==> src/rtl/alu_result_buffer.sv <==
// alu_result_buffer
// Two-entry result FIFO between the shifter/ALU and register writeback.
// Each entry carries {result, z, n, dest}. The architectural Z/N flags are
// updated from the entry at the moment it is written back (popped), and a
// sticky error flag records any popped entry whose Z/N disagree with its
// own result value.
//
// Handshake (both sides): a transfer happens on a rising edge where
// valid & ready are both 1. in_ready depends only on the current occupancy
// and rst (never on out_ready), so a full buffer refuses a push even in a
// cycle where it is also being popped. out_* are driven from storage only,
// never combinationally from in_*.

module alu_result_buffer #(
  parameter int WIDTH  = 32,
  parameter int DEST_W = 5
) (
  input  logic              clk,
  input  logic              rst,
  input  logic              in_valid,
  output logic              in_ready,
  input  logic [WIDTH-1:0]  in_result,
  input  logic              in_z,
  input  logic              in_n,
  input  logic [DEST_W-1:0] in_dest,
  output logic              out_valid,
  input  logic              out_ready,
  output logic [WIDTH-1:0]  out_result,
  output logic [DEST_W-1:0] out_dest,
  output logic              flag_z,
  output logic              flag_n,
  output logic              flag_err,
  output logic [1:0]        count
);

  // Control state (reset)
  logic              wr_ptr_q, wr_ptr_d;
  logic              rd_ptr_q, rd_ptr_d;
  logic [1:0]        count_q, count_d;
  logic              flag_z_q, flag_z_d;
  logic              flag_n_q, flag_n_d;
  logic              flag_err_q, flag_err_d;

  // Entry storage (no reset; only read when the slot is occupied)
  logic [WIDTH-1:0]  res_q  [2];
  logic [WIDTH-1:0]  res_d  [2];
  logic              z_q    [2];
  logic              z_d    [2];
  logic              n_q    [2];
  logic              n_d    [2];
  logic [DEST_W-1:0] dest_q [2];
  logic [DEST_W-1:0] dest_d [2];

  // Handshake and head-entry view
  logic              push;
  logic              pop;
  logic [WIDTH-1:0]  head_res;
  logic              head_z;
  logic              head_n;
  logic [DEST_W-1:0] head_dest;
  logic              head_inconsistent;

  // Handshake decode and the oldest entry as seen through the read pointer
  always_comb begin
    in_ready  = (count_q < 2'd2) && !rst;
    out_valid = (count_q != 2'd0);
    push      = in_valid && in_ready;
    pop       = out_valid && out_ready;

    head_res  = res_q[rd_ptr_q];
    head_z    = z_q[rd_ptr_q];
    head_n    = n_q[rd_ptr_q];
    head_dest = dest_q[rd_ptr_q];

    // Z must mean "result is zero" and N must equal the result's sign bit
    head_inconsistent = (head_z != (head_res == '0)) ||
                        (head_n != head_res[WIDTH-1]);
  end

  // Next pointers, occupancy and architectural flags
  always_comb begin
    wr_ptr_d   = wr_ptr_q;
    rd_ptr_d   = rd_ptr_q;
    count_d    = count_q;
    flag_z_d   = flag_z_q;
    flag_n_d   = flag_n_q;
    flag_err_d = flag_err_q;

    // 1-bit pointers wrap 1 -> 0 naturally
    if (push) wr_ptr_d = ~wr_ptr_q;
    if (pop)  rd_ptr_d = ~rd_ptr_q;

    // push is impossible at 2 and pop impossible at 0, so no saturation needed
    case ({push, pop})
      2'b10:   count_d = count_q + 2'd1;
      2'b01:   count_d = count_q - 2'd1;
      default: count_d = count_q;
    endcase

    if (pop) begin
      flag_z_d = head_z;
      flag_n_d = head_n;
      if (head_inconsistent) flag_err_d = 1'b1;
    end
  end

  // Next storage contents: only the slot under the write pointer changes
  always_comb begin
    for (int i = 0; i < 2; i++) begin
      res_d[i]  = res_q[i];
      z_d[i]    = z_q[i];
      n_d[i]    = n_q[i];
      dest_d[i] = dest_q[i];
      if (push && (wr_ptr_q == 1'(i))) begin
        res_d[i]  = in_result;
        z_d[i]    = in_z;
        n_d[i]    = in_n;
        dest_d[i] = in_dest;
      end
    end
  end

  // Control registers, cleared asynchronously so outputs drop immediately
  always_ff @(posedge clk or posedge rst) begin
    if (rst) begin
      wr_ptr_q   <= 1'b0;
      rd_ptr_q   <= 1'b0;
      count_q    <= 2'd0;
      flag_z_q   <= 1'b0;
      flag_n_q   <= 1'b0;
      flag_err_q <= 1'b0;
    end else begin
      wr_ptr_q   <= wr_ptr_d;
      rd_ptr_q   <= rd_ptr_d;
      count_q    <= count_d;
      flag_z_q   <= flag_z_d;
      flag_n_q   <= flag_n_d;
      flag_err_q <= flag_err_d;
    end
  end

  // Entry storage registers
  always_ff @(posedge clk) begin
    for (int i = 0; i < 2; i++) begin
      res_q[i]  <= res_d[i];
      z_q[i]    <= z_d[i];
      n_q[i]    <= n_d[i];
      dest_q[i] <= dest_d[i];
    end
  end

  // Output view: data fields read as zero while the buffer is empty
  always_comb begin
    out_result = out_valid ? head_res  : '0;
    out_dest   = out_valid ? head_dest : '0;
    flag_z     = flag_z_q;
    flag_n     = flag_n_q;
    flag_err   = flag_err_q;
    count      = count_q;
  end

endmodule

==> config.mk <==
export PLATFORM = sky130hd
export DESIGN_NAME = alu_result_buffer
export DESIGN_NICKNAME = d
export VERILOG_FILES = /design/src/rtl/alu_result_buffer.sv
export SDC_FILE = /design/constraint.sdc
export NUM_CORES = 1
export LEC_CHECK = 0
export CORE_MARGIN = 3
export CORE_UTILIZATION = 49
export CTS_CLUSTER_SIZE = 28
export DETAILED_ROUTE_END_ITERATION = 10
export PLACE_DENSITY = 0.82
export SETUP_SLACK_MARGIN = 0.02
export SLEW_MARGIN = 20
export SYNTH_ARGS = -nofsm -noshare
export SYNTH_HDL_FRONTEND = slang
export SYNTH_SLANG_ARGS = --single-unit
==> constraint.sdc <==
create_clock -name clk -period 3.8 [get_ports clk]
set_input_delay 0.76 -clock clk [delete_from_list [all_inputs] [get_ports clk]]
set_output_delay 0.76 -clock clk [all_outputs]
set_load 0.1 [all_outputs]
==> flow_metrics.py <==
metrics = {
    "worst_setup_path": {
        "worstSetupPathType": "reg2out",
        "critPathCaptureType": "primary output",
        "path_common_cell": "buf_4",
        "required_ps": 3040,
        "critPathBufInv": 2,
        "cp_top_family": "flip-flops",
        "cp_max_fo": 35,
        "cp_cell_sequence": "buf_4 > mux2i_1 > nor2_1 > buf_4",
        "crit_arrival_ps": 2260,
        "cp-start-kind": "register",
        "slowest_delay_ps": 1010,
        "crit_slowest_cell": "dfrtp_2",
    },
    "place": {
        "hpwl_um": 5010,
        "placed_cells": 395,
        "io_buffer_count": 86,
        "pre_cts_slack_ps": 1140,
        "place_congestion": 0.805,
    },
    "clock_network": {
        "clk_pin_slew_ps": 70,
        "cts.sinks": 85,
        "clockBufferDepth": 2,
        "cts_htree_levels": 3,
        "cts_tree": "built",
        "cts_resized": 0,
        "clock_latency_ps": 350,
        "numCtsBuffers": 9,
        "holdBufCountCts": 0,
        "root_buffer": "clkbuf_8",
        "postCtsSetupRepairBufs": 0,
    },
    "yosys": {
        "ys_seq_elements": 85,
        "synth_cell_types": 22,
        "postSynthAreaPerCell_um2": 15.4,
        "yosys_warnings": 0,
        "syn_nets": 266,
        "syn-cell-area_um2": 3420,
        "syn-instance-count": 222,
        "ys_seq_area_share_pct": 73.5,
    },
    "finish": {
        "finalNonFillerCells": 411,
        "synthToLayoutAreaGrowth_pct": 31.9,
        "antennaDiodeCount": 0,
        "drive_above_1_share_pct": 20.4,
        "nets": 357,
    },
    "sta": {
        "relSlewSlack_pct": 35.6,
        "skew_ps": 9.52,
        "slew_viol_final": 0,
        "post-route-period-util_pct": 79.4,
        "setup_slack_ps": 781,
        "worstMarginPinSlew_ps": 962,
        "rsz0062_at_grt": "no",
        "setup_viol": 0,
        "hold_viol": 0,
        "tns_ps": 0,
        "period_minus_slack_ps": 3020,
        "max_freq_mhz": 331,
    },
    "grt": {
        "grt_pass1_wl_um": 10700,
        "groute.usage.overall_pct": 18.7,
        "antenna_found_initial": 0,
        "grt_pass1_vias": 2147,
        "overflow": 0,
        "grt_max_degree": 40,
    },
    "floorplanning": {
        "io_pins": 87,
        "fp.dieArea_um2": 8030,
        "rows": 29,
        "initial_core_util_pct": 52.1,
        "core-area_um2": 6570,
        "fp.dieW_um": 89.6,
        "dieHeight_um": 89.6,
    },
    "routing": {
        "ant_nets": 0,
        "vias": 2148,
        "wire_per_inst_um": 17.2,
        "vias_per_cell": 5.23,
        "wirelength_um": 7070,
        "drt_iter0_markers": 122,
        "route.detailed.drc": 0,
        "drtPass1Iterations": 4,
    },
    "worst_hold_path": {
        "hp-class": "reg2reg",
    },
    "job": {
        "drv_cap": 0,
    },
    "run_status": {
        "status": "completed",
    },
}
-- sequential cells by signal, indices dropped and copies added (netlist names) --
name / flops
res_q: 64
dest_q: 10
count: 2
n_q: 2
z_q: 2
flag_err: 1
flag_n: 1
flag_z: 1
rd_ptr_q: 1
wr_ptr_q: 1
-- routing by layer --
| layer | part of all wire, % | track usage [%] | vias up |
|---|---|---|---|
| li1 | - | - | 1016 |
| met1 | 41 | 22.9 | 1056 |
| met2 | 52 | 31.4 | 66 |
| met3 | 5.2 | 3.56 | 10 |
| met4 | 2.2 | 9.88 | 0 |
| met5 | 0 | 0 | - |
-- metrics by stage --
stage / instance area, um2 / hold slack (ps) / util (%)
after floorplan: 3430 / 478 / -
after CTS: 4520 / 495 / 68.8
after global placement: 4300 / 461 / 65.5
final: 4520 / 487 / 68.8
after global routing: 4520 / 516 / 68.8
after detailed placement: 4300 / 478 / 65.5
-- final timing paths --
kind                           from  depth (start not counted)  slack [ps]             end
min in group asynchronous       rst                          2         700          flag_n
max in group asynchronous       rst                          2        2870        rd_ptr_q
hold reg to reg              flag_z                          2         490          flag_z
setup / recovery           rd_ptr_q                          4         780  out_result[15]
hold / removal               flag_z                          2         490          flag_z
setup reg to reg           count[0]                          8        1300        count[1]
-- placed cells by master, fill, tap and decap left out --
| master | synthesis | routed |
|---|---|---|
| nor4_2 | 4 | 4 |
| clkinvlp_4 | 0 | 1 |
| nor2_4 | 0 | 1 |
| inv_1 | 3 | 3 |
| edfxtp_1 | 78 | 78 |
| xnor2_1 | 5 | 5 |
| nand3b_1 | 1 | 1 |
| nand2_1 | 5 | 5 |
| clkdlybuf4s50_1 | 0 | 47 |
| clkinv_4 | 0 | 2 |
| clkbuf_1 | 1 | 2 |
| clkbuf_8 | 0 | 9 |
| a21oi_1 | 1 | 1 |
| nor2_1 | 41 | 38 |
| o21bai_1 | 1 | 1 |
| and3_2 | 0 | 1 |
| xor2_1 | 2 | 2 |
| o21ai_0 | 4 | 4 |
| nor3_1 | 2 | 2 |
| ha_1 | 1 | 1 |
| or3_1 | 2 | 2 |
| nor2_2 | 0 | 2 |
| nor4_1 | 12 | 12 |
| nand4_1 | 4 | 4 |
| dfrtp_2 | 0 | 1 |
| buf_4 | 0 | 42 |
| bufinv_16 | 0 | 2 |
| mux2i_1 | 39 | 39 |
| dfrtp_1 | 7 | 6 |
-- tightest hold or removal path, stage by stage (launching register included) --
cell and delay, ps:
dfrtp_1 340, nand2_1 50, o21ai_0 60
-- synth_stat cells (all sizes together) --
cell	instances	area, um2
edfxtp	78	2340
nor2	41	154
mux2i	39	390
nor4	16	125
buf	8	36.3
dfrtp	7	175
nand2	5	18.8
xnor2	5	43.8
nand4	4	25.0
o21ai	4	20.0
inv	3	11.3
nor3	2	10.0
or3	2	12.5
xor2	2	17.5
a21oi	1	5.00
and3	1	6.26
clkbuf	1	3.75
ha	1	12.5
nand3b	1	7.51
o21bai	1	7.51
-- kinds of logic (layout without fill, tap and decap cells) --
kind of cell / count (synthesis) / count (layout) / synth area share (%)
compound gates: 6 / 6 / 0.950
xor+xnor: 7 / 7 / 1.79
fa+ha+maj: 1 / 1 / 0.365
buf+inv: 12 / 108 / 1.50
flops: 85 / 85 / 73.5
mux: 39 / 39 / 11.4
simple gates: 72 / 72 / 10.5
-- cell type report --
| class | instances | area, um2 |
|---|---|---|
| inverters | 3 | 11.3 |
| clock inverters | 5 | 85.1 |
| well taps | 93 | 116 |
| multi-input cells | 125 | 870 |
| repair buffers | 89 | 786 |
| fillers | 475 | 2050 |
| flip-flops and latches | 85 | 2520 |
| clock buffers | 11 | 131 |
Power is left out: the tool's default activity adds up to more than one toggle a clock period on the data nets, which glitch-free logic cannot reach.
